## src/rtl/decode_ctrl_stage.sv

```systemverilog
// Instruction-decode stage: decodes an RV32I(+M) word into the control bundle and
// holds it in the ID/EX register, with load-use bubble insertion, flush and stall.
module decode_ctrl_stage #(
    parameter int XLEN = 32,
    parameter bit EN_M = 1'b1
) (
    input  logic            clk,
    input  logic            rst,
    input  logic            in_valid,
    output logic            in_ready,
    input  logic [XLEN-1:0] instr,
    input  logic [XLEN-1:0] pc_in,
    input  logic            flush,
    output logic            out_valid,
    input  logic            out_ready,
    output logic [XLEN-1:0] pc_out,
    output logic [4:0]      rd,
    output logic [4:0]      rs1,
    output logic [4:0]      rs2,
    output logic            RegWrite,
    output logic            ALUsrc,
    output logic            MemWrite,
    output logic            destsrc,
    output logic [3:0]      ALUctrl,
    output logic [2:0]      ImmSrc,
    output logic [2:0]      memCtrl,
    output logic            is_branch,
    output logic            is_jal,
    output logic            is_jalr,
    output logic            is_lui,
    output logic            is_auipc,
    output logic            mdu_en,
    output logic [2:0]      mdu_op,
    output logic            illegal
);

    localparam logic [6:0] OP_R      = 7'b0110011;
    localparam logic [6:0] OP_IMM    = 7'b0010011;
    localparam logic [6:0] OP_LOAD   = 7'b0000011;
    localparam logic [6:0] OP_BRANCH = 7'b1100011;
    localparam logic [6:0] OP_STORE  = 7'b0100011;
    localparam logic [6:0] OP_LUI    = 7'b0110111;
    localparam logic [6:0] OP_AUIPC  = 7'b0010111;
    localparam logic [6:0] OP_JAL    = 7'b1101111;
    localparam logic [6:0] OP_JALR   = 7'b1100111;

    localparam logic [2:0] IMM_I = 3'd0;
    localparam logic [2:0] IMM_B = 3'd1;
    localparam logic [2:0] IMM_S = 3'd2;
    localparam logic [2:0] IMM_U = 3'd3;
    localparam logic [2:0] IMM_J = 3'd4;

    localparam logic [6:0] F7_BASE = 7'b0000000;
    localparam logic [6:0] F7_ALT  = 7'b0100000;
    localparam logic [6:0] F7_MUL  = 7'b0000001;

    logic [6:0] opcode;
    logic [2:0] funct3;
    logic [6:0] funct7;
    logic [4:0] rd_in;
    logic [4:0] rs1_in;
    logic [4:0] rs2_in;

    assign opcode = instr[6:0];
    assign rd_in  = instr[11:7];
    assign funct3 = instr[14:12];
    assign rs1_in = instr[19:15];
    assign rs2_in = instr[24:20];
    assign funct7 = instr[31:25];

    logic       d_reg_write;
    logic       d_alu_src;
    logic       d_mem_write;
    logic       d_dest_src;
    logic [3:0] d_alu_ctrl;
    logic [2:0] d_imm_src;
    logic       d_branch;
    logic       d_jal;
    logic       d_jalr;
    logic       d_lui;
    logic       d_auipc;
    logic       d_mdu_en;
    logic [2:0] d_mdu_op;
    logic       d_bad;
    logic       uses_rs1;
    logic       uses_rs2;

    always_comb begin
        d_reg_write = 1'b0;
        d_alu_src   = 1'b0;
        d_mem_write = 1'b0;
        d_dest_src  = 1'b0;
        d_alu_ctrl  = 4'd0;
        d_imm_src   = IMM_I;
        d_branch    = 1'b0;
        d_jal       = 1'b0;
        d_jalr      = 1'b0;
        d_lui       = 1'b0;
        d_auipc     = 1'b0;
        d_mdu_en    = 1'b0;
        d_mdu_op    = 3'd0;
        d_bad       = 1'b0;
        uses_rs1    = 1'b1;
        uses_rs2    = 1'b0;

        case (opcode)
            OP_R: begin
                d_reg_write = 1'b1;
                uses_rs2    = 1'b1;
                d_alu_ctrl  = {instr[30], funct3};
                if (EN_M && funct7 == F7_MUL) begin
                    d_mdu_en   = 1'b1;
                    d_mdu_op   = funct3;
                    d_alu_ctrl = 4'd0;
                end else if (funct7 == F7_ALT) begin
                    // Only SUB and SRA have an alternate encoding.
                    d_bad = !(funct3 == 3'b000 || funct3 == 3'b101);
                end else if (funct7 != F7_BASE) begin
                    d_bad = 1'b1;
                end
            end
            OP_IMM: begin
                d_reg_write = 1'b1;
                d_alu_src   = 1'b1;
                d_alu_ctrl  = {(funct3 == 3'b101) & instr[30], funct3};
            end
            OP_LOAD: begin
                d_reg_write = 1'b1;
                d_alu_src   = 1'b1;
                d_dest_src  = 1'b1;
            end
            OP_BRANCH: begin
                d_imm_src  = IMM_B;
                d_alu_ctrl = {1'b0, funct3};
                d_branch   = 1'b1;
                uses_rs2   = 1'b1;
                d_bad      = (funct3 == 3'b010) || (funct3 == 3'b011);
            end
            OP_STORE: begin
                d_mem_write = 1'b1;
                d_alu_src   = 1'b1;
                d_imm_src   = IMM_S;
                uses_rs2    = 1'b1;
            end
            OP_LUI: begin
                d_reg_write = 1'b1;
                d_alu_src   = 1'b1;
                d_imm_src   = IMM_U;
                d_lui       = 1'b1;
                uses_rs1    = 1'b0;
            end
            OP_AUIPC: begin
                d_reg_write = 1'b1;
                d_alu_src   = 1'b1;
                d_imm_src   = IMM_U;
                d_auipc     = 1'b1;
                uses_rs1    = 1'b0;
            end
            OP_JAL: begin
                d_reg_write = 1'b1;
                d_imm_src   = IMM_J;
                d_jal       = 1'b1;
                uses_rs1    = 1'b0;
            end
            OP_JALR: begin
                d_reg_write = 1'b1;
                d_alu_src   = 1'b1;
                d_imm_src   = IMM_I;
                d_jalr      = 1'b1;
                d_bad       = (funct3 != 3'b000);
            end
            default: d_bad = 1'b1;
        endcase

        // Illegal words still flow downstream but must not change architectural state.
        d_reg_write = d_reg_write & ~d_bad;
        d_mem_write = d_mem_write & ~d_bad;
        d_mdu_en    = d_mdu_en & ~d_bad;
    end

    logic hz;
    logic accept;

    assign hz = out_valid && destsrc && (rd != 5'd0) && in_valid &&
                ((uses_rs1 && rs1_in == rd) || (uses_rs2 && rs2_in == rd));

    assign in_ready = flush | ((~out_valid | out_ready) & ~hz);
    assign accept   = in_valid & in_ready & ~flush;

    always_ff @(posedge clk) begin
        if (rst) begin
            out_valid <= 1'b0;
            pc_out    <= '0;
            rd        <= 5'd0;
            rs1       <= 5'd0;
            rs2       <= 5'd0;
            RegWrite  <= 1'b0;
            ALUsrc    <= 1'b0;
            MemWrite  <= 1'b0;
            destsrc   <= 1'b0;
            ALUctrl   <= 4'd0;
            ImmSrc    <= 3'd0;
            memCtrl   <= 3'd0;
            is_branch <= 1'b0;
            is_jal    <= 1'b0;
            is_jalr   <= 1'b0;
            is_lui    <= 1'b0;
            is_auipc  <= 1'b0;
            mdu_en    <= 1'b0;
            mdu_op    <= 3'd0;
            illegal   <= 1'b0;
        end else begin
            if (flush) begin
                out_valid <= 1'b0;
            end else if (accept) begin
                out_valid <= 1'b1;
            end else if (out_ready) begin
                out_valid <= 1'b0;
            end

            if (accept) begin
                pc_out    <= pc_in;
                rd        <= rd_in;
                rs1       <= rs1_in;
                rs2       <= rs2_in;
                RegWrite  <= d_reg_write;
                ALUsrc    <= d_alu_src;
                MemWrite  <= d_mem_write;
                destsrc   <= d_dest_src;
                ALUctrl   <= d_alu_ctrl;
                ImmSrc    <= d_imm_src;
                memCtrl   <= funct3;
                is_branch <= d_branch;
                is_jal    <= d_jal;
                is_jalr   <= d_jalr;
                is_lui    <= d_lui;
                is_auipc  <= d_auipc;
                mdu_en    <= d_mdu_en;
                mdu_op    <= d_mdu_op;
                illegal   <= d_bad;
            end
        end
    end

endmodule
```

## config.mk

```make
export PLATFORM = sky130hd
export DESIGN_NAME = decode_ctrl_stage
export DESIGN_NICKNAME = d
export VERILOG_FILES = /design/src/rtl/decode_ctrl_stage.sv
export SDC_FILE = /design/constraint.sdc
export NUM_CORES = 1
export LEC_CHECK = 0
export CORE_UTILIZATION = 26
export CTS_CLUSTER_DIAMETER = 50
export CTS_CLUSTER_SIZE = 16
export DETAILED_ROUTE_END_ITERATION = 10
export PLACE_DENSITY_LB_ADDON = 0.12
export RECOVER_POWER = 25
export SKIP_CTS_REPAIR_TIMING = 1
export SLEW_MARGIN = 40
export SYNTH_ARGS = -nofsm -noshare
export SYNTH_HDL_FRONTEND = slang
export SYNTH_SLANG_ARGS = --single-unit
```

## constraint.sdc

```tcl
create_clock -name clk -period 3.6 [get_ports clk]
set_input_delay 0.9 -clock clk [delete_from_list [all_inputs] [get_ports clk]]
set_output_delay 0.9 -clock clk [all_outputs]
set_load 0.02 [all_outputs]
```

; ---- After elaboration in Yosys (flattened, before gate mapping)
; Cells that the tools add are included.
[classes]
addsub = 0
multipliers = 0
n_div = 0
n_lt_le_gt_ge = 0
n_eq_ne = 16
shift = 0
mux = 24
n_bitwise = 13
n_reduce_logical = 22
[op_table]
columns = operator, n
row1 = equality test 7 x 6 -> 1 bit (second input constant), 4
row2 = equality test 7 bit (second input constant), 3
row3 = two-way mux 1 bit, 18
row4 = equality test 7 x 5 -> 1 bit (second input constant), 2
row5 = one-hot mux 3 bit (4 select lines), 1
row6 = one-hot mux 4 bit (3 select lines), 1
row7 = OR reduction 6 bit, 2
row8 = equality test 5 bit, 2
row9 = AND 1 bit, 7
row10 = equality test 7 x 1 -> 1 bit (second input constant), 1
row11 = equality test 7 x 2 -> 1 bit (second input constant), 1
row12 = nonzero test 7 bit, 1
row13 = OR reduction 7 bit, 1
row14 = equality test 3 x 2 -> 1 bit (second input constant), 2
row15 = logical AND 1 bit, 6
row16 = two-way mux 3 bit, 2
row17 = OR reduction 3 bit, 2
row18 = nonzero test 5 bit, 1
row19 = two-way mux 4 bit, 1
row20 = inverter 1 bit, 4
row21 = one-hot mux 1 bit (4 select lines), 1
row22 = OR reduction 2 bit, 2
row23 = equality test 3 bit (second input constant), 1
row24 = zero test 3 bit, 1
row25 = other kinds (5), 8
[word_totals]
regBits = 72
latch_bits = 0
ram_bits = 0
romBits = 0
input_bits = 69
out_inout_bits = 73
wordCells = 95
memories = 0

; ---- Logic depth before layout (Yosys ltp)
; Gate-level depths: netlist of run 1.
[logic_depth]
ltp_word = 12
mapped_depth = 8
depth_no_buf = 5

; ---- Least setup slack after synthesis of run 1
; No wires, ideal clock.
[synth_timing]
path_kind = input to output
startpoint = in instr[3]
endpoint = out in_ready
t_arrival_ps = 2353
required_ps = 2700
setup_slack_ps = 347
cell_stages = 7
path_cell_list = buf_2 -> and3b_1 -> a311oi_1 -> nor4b_4 -> buf_2 -> buf_4 -> o21bai_1
[synth_between]
elab_chain_cells = 9
elab_cells_between_ends = 17
cone_classes = eq/ne: 6 / mux: 2 / bitwise: 3 / reduce/logical: 6
[synth_lines]
columns = item, line_no
row1 = "start, declared", 11  ; input logic [XLEN-1:0] instr,
row2 = equality test 7 bit (tied with other cells), 106  ; case (opcode)
row3 = OR reduction 3 bit (no line), --
row4 = two-way mux 1 bit, 106
row5 = logical AND 1 bit, 185  ; ((uses_rs1 && rs1_in == rd) || (uses_rs2 && rs2_in == rd));
row6 = logical OR 1 bit (*), 185
row7 = logical AND 1 bit (*), 184  ; assign hz = out_valid && destsrc && (rd != 5'd0) && in_valid &&
row8 = inverter 1 bit (*), 187  ; assign in_ready = flush | ((~out_valid | out_ready) & ~hz);
row9 = AND 1 bit (*), 187
row10 = bitwise OR 1 bit (*), 187
row11 = "end, declared", 10  ; output logic in_ready,
; Mark *: on every way between the ends. The rest lies on a longest branch, timed or not.

; ---- Final worst setup path of run 1
; Same ends and word-level chain as after synthesis.

==> results by group, run 1 <==
STA
  • Pins Over Slew Limit: 0
  • Max_slew headroom: between 60% and 70%
  • Number of setup violations in the final report: 0
  • Final worst path period share: a little over nine tenths
  • RSZ-0062 raised after global routing: false
  • Setup TNS: 0 ns
  • Final critical-path required period: 3.44 ns
  • Max frequency: 290 MHz
  • Clock skew: 0.00532 ns
  • Hold Fails Final Rpt: 0
  • Worst Max-Slew Pin Slew: between 0.5 and 0.6 ns

Worst setup path
  • Worst EP arrival: about 2.5 ns
  • Slowest CP cell: clkdlybuf4s50_1
  • CP Capture Type: output pin
  • CP required: roughly 2.7 ns
  • CP startpoint kind: input pin
  • R2R cell count: 7
  • Crit path kind: in -> out
  • CP max stage delay: 0.50 ns
  • Worst path cell trace: clkdlybuf4s50_1, and3b_1, a311oi_2, nor4b_4, o21bai_1, dlymetal6s2s_1
  • CP max FO: 3

Power
  • Lkg Pwr: 0.00188 µW
  • Seq pwr share: 41.2%
  • Sw Ratio: 24.7%
  • Comb pwr share: 15.5%
  • Maximum vdd ir drop: 0.310 mV
  • Cell Pwr Density: roughly 400 nW/µm²
  • Psw: between 500 and 600 µW
  • Clock power share: between 40 and 50%
  • Cell-internal power: 1540 µW

Global routing
  • Vias in the first global route: 3508
  • Pin count of the biggest net entering global routing: 66
  • GRT Total Usage: 17.8%
  • Gr ovfl total: 0
  • Global-route wire length before repair: 18300 µm
  • Antenna violations before repair: 0

Logic synthesis
  • Simple-gate area share of the yosys netlist: 21.4%
  • Fraction of synthesized area in multiplexers: 0%
  • Yosys reg bits: 72
  • Unique masters post-synth: 44
  • Syn Nets: about 470
  • Ys Warns: 0
  • Yosys top cell by area: dfxtp_1
  • Cell with the most instances after synthesis: dfxtp_1
  • Synth cell count leaders: dfxtp_1 (72), o21ai_0 (60), a21oi_1 (58), nand3_1 (58), clkbuf_1 (18)
  • Adder-cell share of the synthesized area: 0%
  • Synth area leaders: dfxtp_1 (43%), o21ai_0 (8.9%), a21oi_1 (8.6%)
  • EDFF count, synth: 0
  • Synth Area in Compound Gates: approximately a quarter
  • Synth Flop Type: dfxtp_1
  • Largest family of logic cells by synthesized area: compound AO/OA/AOI/OAI gates
  • Cell area after synthesis: 3390 µm²
  • Register area share after synthesis: 42.6%
  • Mapped Cells: 402
  • Mapped Avg Cell Area: 8.42 µm²
  • Area share of the largest cell type after synthesis: a little over two fifths
  • Fraction of synthesized cell area in xor and xnor cells: 2.85%
  • Ys async rst share: 0%

Floorplanning
  • Die width: around 120 µm
  • Core area: 12700 µm²
  • Die Y: roughly 120 µm
  • Row count: a little over 40
  • Initial Utilization: 26.7%
  • Die Area: between 10000 and 15000 µm²
  • I/O pins: between 100 and 150

Drt
  • DRC Markers: 0
  • First-pass DRT Iterations: 4
  • DRT antenna net count: 0
  • Routed wire per std cell: between 15 and 20 µm
  • Iter 0 DRT Violations: 175
  • Total vias in the final route: about 3500
  • Vias per cell: 4.89
  • Final WL: about 11000 µm

Worst hold path
  • WHS Path Cells: 2
  • HP Class: reg -> reg

Placement
  • Detailed Place HPWL: 7640 µm
  • Gpl congestion: between 0.8 and 0.9
  • Port bufs: 141
  • Post-Place Cells: 698

Clocking
  • CTS tree: done
  • Worst skew pair latency: 0.34 ns
  • Clock transition at path regs: ~0.050 ns
  • Clk sinks: 72
  • H-tree depth: 3
  • Root Buffer: clkbuf_16
  • CTS Buf Count: 9
  • Maximum clock path buffer count: 2

Final layout
  • Share of cells above drive strength 1: 9.43%
  • Final Non-Filler Cells: 713
  • Final Core Density: 41.5%
  • Antenna Cells: 0
  • Post-layout nets: 606
  • Area Overhead vs Synth: 55.4%

Run status
  • Status: finished clean

Job
  • Count of max-cap constraint violations: 0
registers in the layout (all words and copies together) (netlist names), 3 cells and up:
| name | flops |
|---|---|
| ALUctrl | 4 |
| ImmSrc | 3 |
| mdu_op | 3 |
| memCtrl | 3 |
| pc_out | 32 |
| rd | 5 |
| rs1 | 5 |
| rs2 | 5 |
cells by family (layout without fill, tap and decap cells):
| kind of cell | count (synthesis) | in the layout |
|---|---|---|
| buffers and inverters | 41 | 180 |
| and+or+nand+nor | 124 | 124 |
| AOI/OAI and AO/OA | 154 | 154 |
| DFF | 72 | 72 |
| xor gates and xnor gates | 11 | 11 |
power by group through the flow:
| stage | Sequential (µW) | Clock [µW] | Combinational [µW] |
|---|---|---|---|
| 2_1_floorplan | 892 | 0 | 117 |
| 6_report | 842 | 886 | 316 |
| 5_1_grt | 846 | 948 | 342 |
| 4_1_cts | 843 | 918 | 322 |
| 3_3_place_gp | 860 | 0 | 319 |
| 3_5_place_dp | 860 | 0 | 321 |
stage by stage:
stage / total power [µW] / setup slack (ns) / hold WS [ns] / cell area (µm²)
after global routing: 2140 / 0.0566 / 0.478 / 5260
final: 2040 / 0.157 / 0.460 / 5260
after detailed placement: 1180 / -0.237 / 0.458 / 4960
after CTS: 2080 / -0.253 / 0.467 / 5250
after global placement: 1180 / -0.162 / 0.456 / 4960
after floorplan: 1010 / 0.347 / 0.540 / 3390
worst max-delay path: cells and delay by family:
family,cells,cell delay (ns)
AO/OA/AOI/OAI,2,0.41
AND/OR/NAND/NOR,2,0.50
buffers and inverters,2,0.73
metal layers:
metal,track usage (%),vias up,share of wire [%]
met5,0,-,0
met4,4.79,0,1.2
met3,7.52,8,8.0
met2,28.3,101,45
met1,22.1,1647,45
li1,-,1731,-
cell usage in the layout (no fill, tap or decap), drive strengths merged, types with 4 or more instances in the layout:
| master | n |
|---|---|
| o21ai | 77 |
| nand4 | 8 |
| nor2 | 7 |
| and3b | 4 |
| nand2b | 15 |
| clkbuf | 12 |
| buf | 25 |
| nor2b | 10 |
| xnor2 | 8 |
| dlygate4sd3 | 36 |
| nand2 | 9 |
| a21oi | 58 |
| nand3 | 58 |
| dfxtp | 72 |
| clkdlybuf4s50 | 103 |
area by class of cell:
cell class / instances / area, µm²
fillers: 1291 / 7410
multi-input cells: 289 / 1710
repair buffers: 165 / 1600
flip-flops and latches: 72 / 1440
clock buffers: 12 / 246
well taps: 172 / 215
clock inverters: 3 / 42.5
final timing paths:
check,slack [ns],from,end
setup / recovery,0.16,instr[3],in_ready
hold / removal,0.46,is_jalr$_SDFFE_PP0P_,is_jalr$_SDFFE_PP0P_
setup reg to reg,1.15,rd[1]$_SDFFE_PP0P_,is_branch$_SDFFE_PP0P_
hold reg to reg,0.46,is_jalr$_SDFFE_PP0P_,is_jalr$_SDFFE_PP0P_
(Power assumes the default switching activity.)
==> inputs of run 2 (changes only) <==
--- a/config.mk
+++ b/config.mk
@@ -5,6 +5,7 @@
 export SDC_FILE = /design/constraint.sdc
 export NUM_CORES = 1
 export LEC_CHECK = 0
+export CORE_ASPECT_RATIO = 1.1
 export CORE_UTILIZATION = 26
 export CTS_CLUSTER_DIAMETER = 50
 export CTS_CLUSTER_SIZE = 16
==> results by group, run 2 (synthesis results as in run 1) <==
Run status
  • Status: finished clean

Floorplanning
  • Die Y: 122 µm (+4.8%)
  • Core area: 12600 µm² (-0.22%)
  • I/O pins: 142 (unchanged)
  • Initial Utilization: 26.8% (+0.058 points)
  • Row count: 43 (+4.9%)
  • Die Area: 13500 µm² (about the same)
  • Die width: 111 µm (-4.6%)

Placement
  • Dpl ws: -0.266 ns (-0.0286 ns)
  • Gpl congestion: 0.862 (+6.6%)
  • Port bufs: 141 (unchanged)
  • Post-Place Cells: 684 (-2.0%)
  • Detailed Place HPWL: 7730 µm (+1.2%)

Drt
  • First-pass DRT Iterations: 4 (unchanged)
  • Routed wire per std cell: 16.1 µm (+0.60%)
  • Iter 0 DRT Violations: 180 (+2.9%)
  • DRC Markers: 0 (unchanged)
  • Vias per cell: 5.07 (+3.7%)
  • Final WL: 11300 µm (-1.2%)
  • Total vias in the final route: 3551 (+1.8%)
  • DRT antenna net count: 0 (unchanged)

Power
  • Maximum vdd ir drop: 0.153 mV (-51%)
  • Cell Pwr Density: 377 nW/µm² (-3.0%)
  • Lkg Pwr: 0.00188 µW (+0.19%)
  • Final Total Pwr: 1970 µW (-3.6%)

Global routing
  • Grt met3 use: 4.43% (-3.1 points)
  • Grt peak-use layer: met2
  • Global-route wire length before repair: 18100 µm (-1.1%)
  • Gr ovfl total: 0 (unchanged)
  • Antenna violations before repair: 0 (unchanged)
  • Vias in the first global route: 3504 (-0.11%)
  • M2 GR Usage: 28.6% (+0.36 points)
  • GRT Total Usage: 17.0% (-0.83 points)
  • Pin count of the biggest net entering global routing: 60 (-9.1%)
  • M1 GR Usage: 20.2% (-1.9 points)

Final layout
  • Antenna Cells: 0 (unchanged)
  • Area Overhead vs Synth: 54.4%
  • Final Core Density: 41.4% (-0.16 points)
  • Max reg flops: 32 (unchanged)
  • Final Non-Filler Cells: 700 (-1.8%)
  • Most frequent cells in the layout: clkdlybuf4s50_1 (103), dfxtp_1 (72), o21ai_0 (60), nand3_1 (58), a21oi_1 (58)
  • Post-layout nets: 607 (+0.17%)
  • Largest Register: pc_out
  • Share of cells above drive strength 1: 9.76% (+0.33 points)
  • Most common cell after layout, fill and taps aside: clkdlybuf4s50_1

STA
  • Setup WS post-layout: 0.144 ns (-0.0135 ns)
  • Hold slack: 0.461 ns (+0.000987 ns)
  • Number of setup violations in the final report: 0 (unchanged)
  • Max_slew headroom: 62.1% (+1.8 points)
  • Final critical-path required period: 3.46 ns (+0.0135 ns)
  • Clock skew: 0.00467 ns (-0.000652 ns)
  • Final worst path period share: 96.0% (+0.37 points)
  • Hold Fails Final Rpt: 0 (unchanged)
  • RSZ-0062 raised after global routing: false
  • Worst Max-Slew Pin Slew: 0.568 ns (-0.0269 ns)
  • Pins Over Slew Limit: 0 (unchanged)
  • Max frequency: 289 MHz (-0.39%)

Worst setup path
  • Crit path kind: in -> out
  • Worst EP arrival: 2.56 ns (+0.02 ns)
  • Worst path bufs/invs: 2 (unchanged)
  • CP required: 2.70 ns (about the same)
  • Family with the most delay on the worst path: buffers and inverters
  • CP max FO: 3 (unchanged)
  • Worst path cell trace: clkdlybuf4s50_1, and3b_1, a311oi_2, nor4b_4, o21bai_1, dlymetal6s2s_1
  • CP max stage delay: 0.52 ns (+0.02 ns)
  • CP startpoint kind: input pin
  • CP Capture Type: output pin
  • Slowest CP cell: clkdlybuf4s50_1

Worst hold path
  • HP Class: reg -> reg

Clocking
  • CTS tree: done
  • Clock transition at path regs: 0.06 ns (about the same)
  • Maximum clock path buffer count: 2 (unchanged)
  • CTS Buf Count: 9 (unchanged)
  • Root Buffer: clkbuf_16
  • H-tree depth: 3 (unchanged)
  • Worst skew pair latency: 0.33 ns (about the same)
  • Clk sinks: 72 (unchanged)

Job
  • Count of max-cap constraint violations: 0 (unchanged)
## run 2: where the power goes
group	internal, µW	total (µW)	switching, µW
sequential	825	842	16.1
combinational	163	315	153
clock	481	814	334
## run 2: metrics by stage
| step | area, µm² | setup TNS, ns |
|---|---|---|
| after floorplan | 3390 | 0 |
| after global placement | 4950 | -0.191 |
| after detailed placement | 4950 | -0.266 |
| after CTS | 5220 | -0.272 |
| after global routing | 5230 | 0 |
| final | 5230 | 0 |
## run 2: tightest hold or removal path, cell delays in order (launching register included)
cell and delay (ns):
dfxtp_1 0.30, nand2b_1 0.06, o21ai_1 0.05
## run 2: path summary, 6_finish.rpt
kind | start | to | slack (ns) | cells past startpoint
worst max-delay path | instr[3] | in_ready | 0.14 | 6
worst min-delay path | ImmSrc[1]$_SDFFE_PP0P_ | ImmSrc[1]$_SDFFE_PP0P_ | 0.46 | 2
worst max register to register | rd[1]$_SDFFE_PP0P_ | mdu_op[1]$_SDFFE_PP0P_ | 1.12 | 8
worst min register to register | ImmSrc[1]$_SDFFE_PP0P_ | ImmSrc[1]$_SDFFE_PP0P_ | 0.46 | 2
## run 2: metal layers
metal,vias to the layer above,wire length (µm)
met5,-,0
met4,0,198
met3,12,679
met2,102,5480
met1,1701,4900
li1,1736,-
## run 2: layout make-up
type / instances / area, µm²
clock buffers: 12 / 246
clock inverters: 4 / 20.0
fillers: 1311 / 7410
flip-flops and latches: 72 / 1440
multi-input cells: 289 / 1710
repair buffers: 166 / 1610
well taps: 157 / 196
